==> src/rtl/dot_product_sequencer.sv <==
// Dot-product control FSM: streams A/B operand memories through a shared read
// port, multiply-accumulates the returned words and offers the sum on valid/ready.
module dot_product_sequencer #(
  parameter int DATA_WIDTH = 32,
  parameter int ADDR_WIDTH = 5,
  parameter int ACC_WIDTH  = 69
) (
  input  logic                  clk,
  input  logic                  rst_n,
  input  logic                  start,
  input  logic [ADDR_WIDTH:0]   length,
  output logic                  busy,
  output logic                  rd_en,
  output logic [ADDR_WIDTH-1:0] rd_addr,
  input  logic [DATA_WIDTH-1:0] a_data,
  input  logic [DATA_WIDTH-1:0] b_data,
  output logic                  res_valid,
  input  logic                  res_ready,
  output logic [ACC_WIDTH-1:0]  res_data,
  output logic                  done
);

  typedef enum logic [1:0] {IDLE, READ, DRAIN, OUTPUT} state_t;

  state_t                  state, state_nxt;
  logic [ADDR_WIDTH:0]     len, len_nxt;
  logic [ADDR_WIDTH:0]     count, count_nxt;
  logic [ACC_WIDTH-1:0]    acc, acc_nxt, acc_sum;
  logic                    rd_en_d;
  logic signed [2*DATA_WIDTH-1:0] prod;
  logic                    busy_nxt, rd_en_nxt, res_valid_nxt, done_nxt;
  logic [ADDR_WIDTH-1:0]   rd_addr_nxt;
  logic [ACC_WIDTH-1:0]    res_data_nxt;

  assign prod = $signed(a_data) * $signed(b_data);

  always_comb begin
    acc_sum = acc;
    if (rd_en_d)
      acc_sum = acc + {{(ACC_WIDTH-2*DATA_WIDTH){prod[2*DATA_WIDTH-1]}}, prod};
  end

  // count holds the number of reads already issued, so the next address is count
  always_comb begin
    state_nxt     = state;
    len_nxt       = len;
    count_nxt     = count;
    acc_nxt       = acc_sum;
    rd_en_nxt     = 1'b0;
    rd_addr_nxt   = rd_addr;
    res_valid_nxt = res_valid;
    res_data_nxt  = res_data;
    done_nxt      = 1'b0;
    case (state)
      IDLE: begin
        if (start) begin
          acc_nxt = '0;
          if (length != '0) begin
            len_nxt     = length;
            count_nxt   = (ADDR_WIDTH+1)'(1);
            rd_en_nxt   = 1'b1;
            rd_addr_nxt = '0;
            state_nxt   = READ;
          end else begin
            res_valid_nxt = 1'b1;
            res_data_nxt  = '0;
            state_nxt     = OUTPUT;
          end
        end
      end
      READ: begin
        if (count == len) begin
          state_nxt = DRAIN;
        end else begin
          rd_en_nxt   = 1'b1;
          rd_addr_nxt = count[ADDR_WIDTH-1:0];
          count_nxt   = count + 1'b1;
        end
      end
      DRAIN: begin
        res_valid_nxt = 1'b1;
        res_data_nxt  = acc_sum;
        state_nxt     = OUTPUT;
      end
      OUTPUT: begin
        if (res_ready) begin
          res_valid_nxt = 1'b0;
          done_nxt      = 1'b1;
          state_nxt     = IDLE;
        end
      end
      default: state_nxt = IDLE;
    endcase
    busy_nxt = (state_nxt != IDLE);
  end

  always_ff @(posedge clk) begin
    if (!rst_n) begin
      state     <= IDLE;
      len       <= '0;
      count     <= '0;
      acc       <= '0;
      rd_en_d   <= 1'b0;
      busy      <= 1'b0;
      rd_en     <= 1'b0;
      rd_addr   <= '0;
      res_valid <= 1'b0;
      res_data  <= '0;
      done      <= 1'b0;
    end else begin
      state     <= state_nxt;
      len       <= len_nxt;
      count     <= count_nxt;
      acc       <= acc_nxt;
      rd_en_d   <= rd_en;
      busy      <= busy_nxt;
      rd_en     <= rd_en_nxt;
      rd_addr   <= rd_addr_nxt;
      res_valid <= res_valid_nxt;
      res_data  <= res_data_nxt;
      done      <= done_nxt;
    end
  end

endmodule

==> config.mk <==
export PLATFORM = sky130hd
export DESIGN_NAME = dot_product_sequencer
export DESIGN_NICKNAME = d
export VERILOG_FILES = /design/src/rtl/dot_product_sequencer.sv
export SDC_FILE = /design/constraint.sdc
export NUM_CORES = 2
export LEC_CHECK = 0
export ABC_AREA = 0
export BUFFER_PORTS_ARGS = -buffer_cell sky130_fd_sc_hd__buf_2
export CAP_MARGIN = 20
export CORE_MARGIN = 3
export CORE_UTILIZATION = 60
export DETAILED_ROUTE_END_ITERATION = 16
export PLACE_DENSITY = 0.77
export SLEW_MARGIN = 15
export SYNTH_ARGS = -nofsm -noshare
export SYNTH_HDL_FRONTEND = slang
export SYNTH_SLANG_ARGS = --single-unit
==> constraint.sdc <==
create_clock -name clk -period 12.6 [get_ports clk]
set_input_delay 0.63 -clock clk [delete_from_list [all_inputs] [get_ports clk]]
set_output_delay 0.63 -clock clk [all_outputs]
set_load 0.02 [all_outputs]
---- Word level (Yosys, flattened, before mapping) ----
Index checks and enable logic that the tools add are counted.
word-level totals
  register bits after elaboration ......... 162
  input port bits ......................... 74
  output and inout bits ................... 78
  logic and storage cells ................. 62
cells by class
  add/sub/neg operators ................... 2
  multipliers ............................. 1
  eq/ne operators ......................... 9
  mux-type cells .......................... 28
  reduce and logical (&&, ||, !) cells .... 11
operators by type and width
  operator                                                         count
  69-bit two-way mux                                               5
  69-bit one-hot mux with 2 select lines                           1
  69-bit adder                                                     1
  32-bit by 32-bit multiplier with 64-bit output                   1
  6-bit two-way mux                                                3
  5-bit two-way mux                                                3
  6-bit one-hot mux with 2 select lines                            1
  2-bit != test, second input constant                             5
  5-bit one-hot mux with 2 select lines                            1
  2-bit two-way mux                                                4
  2-bit one-hot mux with 4 select lines                            1
  4-bit AND reduction                                              2
  1-bit two-way mux                                                7
  6-bit by 1-bit adder with 6-bit output, second input constant    1
  6-bit == test                                                    1
  3-bit AND reduction                                              2
  2-bit nonzero test                                               3
  6-bit nonzero test                                               1
  2-bit == test, second input constant                             2
  1-bit one-hot mux with 3 select lines                            1
  3-bit nonzero test                                               1
  2-bit by 1-bit == test with 1-bit output, second input constant  1
  2-bit logical NOT                                                1
  1-bit one-hot mux with 2 select lines                            1
  2-bit AND reduction                                              1

---- Longest topological paths before layout ----
  depth after elaboration ................. 5
  gate-level depth with buffers ........... 42
  gate-level depth less buffers ........... 41

---- Worst setup path before layout ----
OpenSTA, ideal clock, no wires.
  path type ............................... input to register
  start point ............................. input port a_data[31]
  end point ............................... register res_data[65]
  data arrival time ....................... 9.993 ns
  required time ........................... 12.471 ns
  setup slack ............................. 2.479 ns
  stages .................................. 34
  path buffers ............................ 2
  cell sequence ........................... clkbuf_1 -> nand2_1 -> inv_1 -> fa_1 -> fa_1 -> fa_1 -> inv_1 -> fa_1 -> inv_1 -> fa_1 -> fa_1 -> fa_1 -> fa_1 -> ha_1 -> a21oi_1 -> nor3b_1 -> nand3b_1 -> a2111oi_0 -> o21bai_1 -> xor2_1 -> ha_1 -> clkbuf_1 -> a21o_1 -> a21o_1 -> a21o_1 -> a21o_1 -> a211o_1 -> a31oi_1 -> o21a_1 -> o21ai_2 -> a2111oi_4 -> nor3_1 -> nor3_1 -> o31ai_1
between the ends
  cells in the longest elaborated chain, start to end .. 4
RTL lines
  element                                         RTL line  source
  from (decl)                                     15        input logic [DATA_WIDTH-1:0] a_data,
  32-bit by 32-bit multiplier with 64-bit output  35        assign prod = $signed(a_data) * $signed(b_data);
  69-bit adder                                    40        acc_sum = acc + {{(ACC_WIDTH-2*DATA_WIDTH){prod[2*DATA_WIDTH-1]}}, prod};
  69-bit two-way mux                              39        if (rd_en_d)
  69-bit one-hot mux with 2 select lines          54        case (state)
  to (signal assigned)                            120       res_data <= res_data_nxt;
  to (decl)                                       19        output logic [ACC_WIDTH-1:0] res_data,
Every way passes these cells.
A chain may end at the register's enable or synchronous reset.

---- Final worst setup path ----
Ends and elaborated chain as after synthesis.

==> summary.md <==
| Metric | Value |
|---|---|
| Placed instance area | 0.0468 mm2 |
| Max frequency | 0.0904 GHz |
| CORE AREA | ~0.075 mm2 |
| Worst path bufs/invs | 4 |
| Buffers on Ports | 151 |
| Die area | 0.0795 mm2 |
| CTS tree | yes |
| Max stage delay on crit path | roughly 940 ps |
| Largest net degree at the start of global routing | 70 |
| Chip width | around 280 um |
| RSZ-0062 raised after global routing | false |
| CP Data Arrival Time | 11350 ps |
| Relative slew margins | 0.210 |
| Seq/Total Area, Yosys | 0.0710 |
| CTS Sinks | between 150 and 200 |
| Hold Path Depth | 2 |
| HPWL Detailed | approximately 94000 um |
| Max-cap viol count | 0 |
| Setup Skew | around 13 ps |
| Critical Path Fanout Max | 32 |
| Mapped Avg Cell Area | between 9 and 10 um2 |
| Post-synth top flop | dfxtp_1 |
| Post-synth ARST share | 0 |
| Number of iterations in the first detailed-routing pass | 6 |
| DRT Wirelength | 114000 um |
| Final GP Congestion | a little over 0.9 |
| Total Neg Setup Slack | 0 ps |
| P&R area growth vs syn | 3.69% |
| WL/cell | roughly 19 um |
| Worst setup EP type | register |
| Tmin final | ~11000 ps |
| Post-Synthesis Cells | between 5k and 6k |
| Vias in the first global route | around 36k |
| Most Frequent Cell on Critical Path | fa_1 |
| Most frequent cells in the layout | fa_1 (1083), inv_1 (984), nand2_1 (585) |
| CP delay by family, top | adder cells |
| Ports | between 150 and 200 |
| Synthesis Warnings | 0 |
| Post-Syn Area | between 0.04 and 0.05 mm2 |
| Row cnt | 100 |
| Yosys cell types | between 70 and 80 |
| Final Net Count | approximately 6.4k |
| Register area | 0.00325 mm2 |
| Pin slew with the least headroom to its limit | 1170 ps |
| Cts hold-fix bufs | 0 |
| Commonest non-fill, non-tap cell in the layout | fa_1 |
| Initial Util | 0.610 |
| Initial antenna violation count | 4 |
| Period utilisation layout | 0.878 |
| Die height | between 200 and 300 um |
| Finished Cell Area | about 0.047 mm2 |
| CTS root buf | clkbuf_16 |
| Proportion of layout cells with a drive suffix above 1 | 0.0461 |
| Remaining DRCs | 0 |
| Via Count | between 30k and 40k |
| Min-delay worst type | in -> reg |
| Initial drt markers | roughly 2.6k |
| CTS clock-pin slew for the worst setup and hold paths | 70 ps |
| Setup bufs post-CTS | 0 |
| Vias per cell | 5.69 |
| Final setup viols | 0 |
| Startpoint Class | input port |
| Antenna-violating nets left | 0 |
| Crit Path Category | in -> reg |
| Critical path depth | 33 |
| Final WS setup | 1530 ps |
| Slowest cell on crit path | fa_1 |
| Quantity of gates resized following cts | 0 |
| Number of synthesized flops with an enable pin | 0 |
| Fill count | around 6.2k |
| Worst hold slack | about 440 ps |
| GRT Overall Usage | 0.300 |
| Clk_lat worst skew | about 440 ps |
| Clock buffer count from CTS | 17 |
| First-pass GRT wire length | approximately 190000 um |
| #FFs+latches synth | 162 |
| Pre-CTS setup slack | between 1000 and 1500 ps |
| Grt total ovfl | 0 |
| Hold Fails Final Rpt | 0 |
| Req. time, crit path | between 10000 and 15000 ps |
| H-Tree Level Count | 4 |
| Outcome | completed |
| R2R depth | 15 |
| Post-Syn Nets | between 6k and 7k |
| Buffers from clock root to sink, at most | 2 |
| Multi-input gate area | approximately 0.038 mm2 |
| Final Max Tran Viols | 0 |
area by class of cell:
class	count	area share
tap	969	0.0256
sequential	162	0.0685
clock inverter	15	0.00365
antenna	3	0.000158
inverter	984	0.0780
timing repair buffer	162	0.0177
clock buffer	17	0.00898
multi-input combinational	3611	0.797
flip-flops by register name, indices dropped and copies added (netlist names), named ones only:
signal     count
rd_en          1
done           1
state          2
len            6
busy           1
count          6
rd_addr        5
rd_en_d        1
res_valid      1
res_data      69
acc           65
routing by layer:
layer | track usage | part of all wire | wire length [um] | vias to the layer above
met4 | 0.0994 | 0.034 | 3870 | 0
met3 | 0.0388 | 0.059 | 6690 | 248
met5 | 0 | 0 | 0 | -
li1 | - | - | - | 14900
met2 | 0.523 | 0.51 | 57600 | 1179
met1 | 0.391 | 0.40 | 45500 | 17400
kinds of logic (layout without fill, tap and decap cells):
family | Yosys count | in the layout | synth area share
buffers and inverters | 1246 | 1178 | 0.102
AO/OA/AOI/OAI | 537 | 537 | 0.0769
flip-flops | 162 | 162 | 0.0710
multiplexers | 56 | 56 | 0.0123
XOR/XNOR | 145 | 145 | 0.0278
other | 0 | 3 | 0
AND/OR/NAND/NOR | 1530 | 1530 | 0.164
adder cells (fa/ha/maj) | 1343 | 1343 | 0.546
path summary, 6_finish.rpt:
kind                                                  end              startpoint  slack [ps]
worst min-delay path                  len[3]$_SDFFE_PN0P_               length[3]         440
worst max-delay path            res_data[65]$_SDFFE_PN0P_              a_data[31]        1530
worst min register to register     res_valid$_SDFFE_PN0P_  res_valid$_SDFFE_PN0P_         450
worst max register to register                   register       acc[0]$_SDFF_PN0_        8780
synthesized netlist by cell type, types with 5 or more instances:
master | n | area (um2)
a211oi_1 | 15 | 113
a21boi_0 | 9 | 67.6
a21o_1 | 82 | 616
a21oi_1 | 167 | 836
a311oi_1 | 5 | 43.8
a31o_2 | 5 | 43.8
a31oi_1 | 40 | 250
and2_1 | 539 | 3370
and3_1 | 17 | 106
buf_1 | 6 | 22.5
clkbuf_1 | 252 | 946
dfxtp_1 | 162 | 3240
fa_1 | 1083 | 21700
ha_1 | 260 | 3250
inv_1 | 984 | 3690
mux2i_1 | 54 | 541
nand2_1 | 585 | 2200
nand2b_1 | 23 | 144
nand3_1 | 27 | 135
nand4_1 | 32 | 200
nor2_1 | 245 | 920
nor2b_1 | 12 | 75.1
nor3_1 | 17 | 85.1
o211ai_1 | 8 | 60.1
o21a_1 | 16 | 120
o21ai_0 | 92 | 460
o21ai_1 | 10 | 50.1
o21bai_1 | 24 | 180
or2_2 | 6 | 37.5
or3_1 | 7 | 43.8
xnor2_1 | 99 | 867
xor2_1 | 46 | 403
through the flow:
step / cells / utilization
CTS: 5920 / 0.632
finish: 5923 / 0.632
detailed placement: 5888 / 0.624
floorplan: 5019 / -
global placement: 5888 / 0.624
global route: 5920 / 0.632
Power is not shown: default switching activity piles up to over one toggle a cycle in this logic, so the estimate is an artifact.
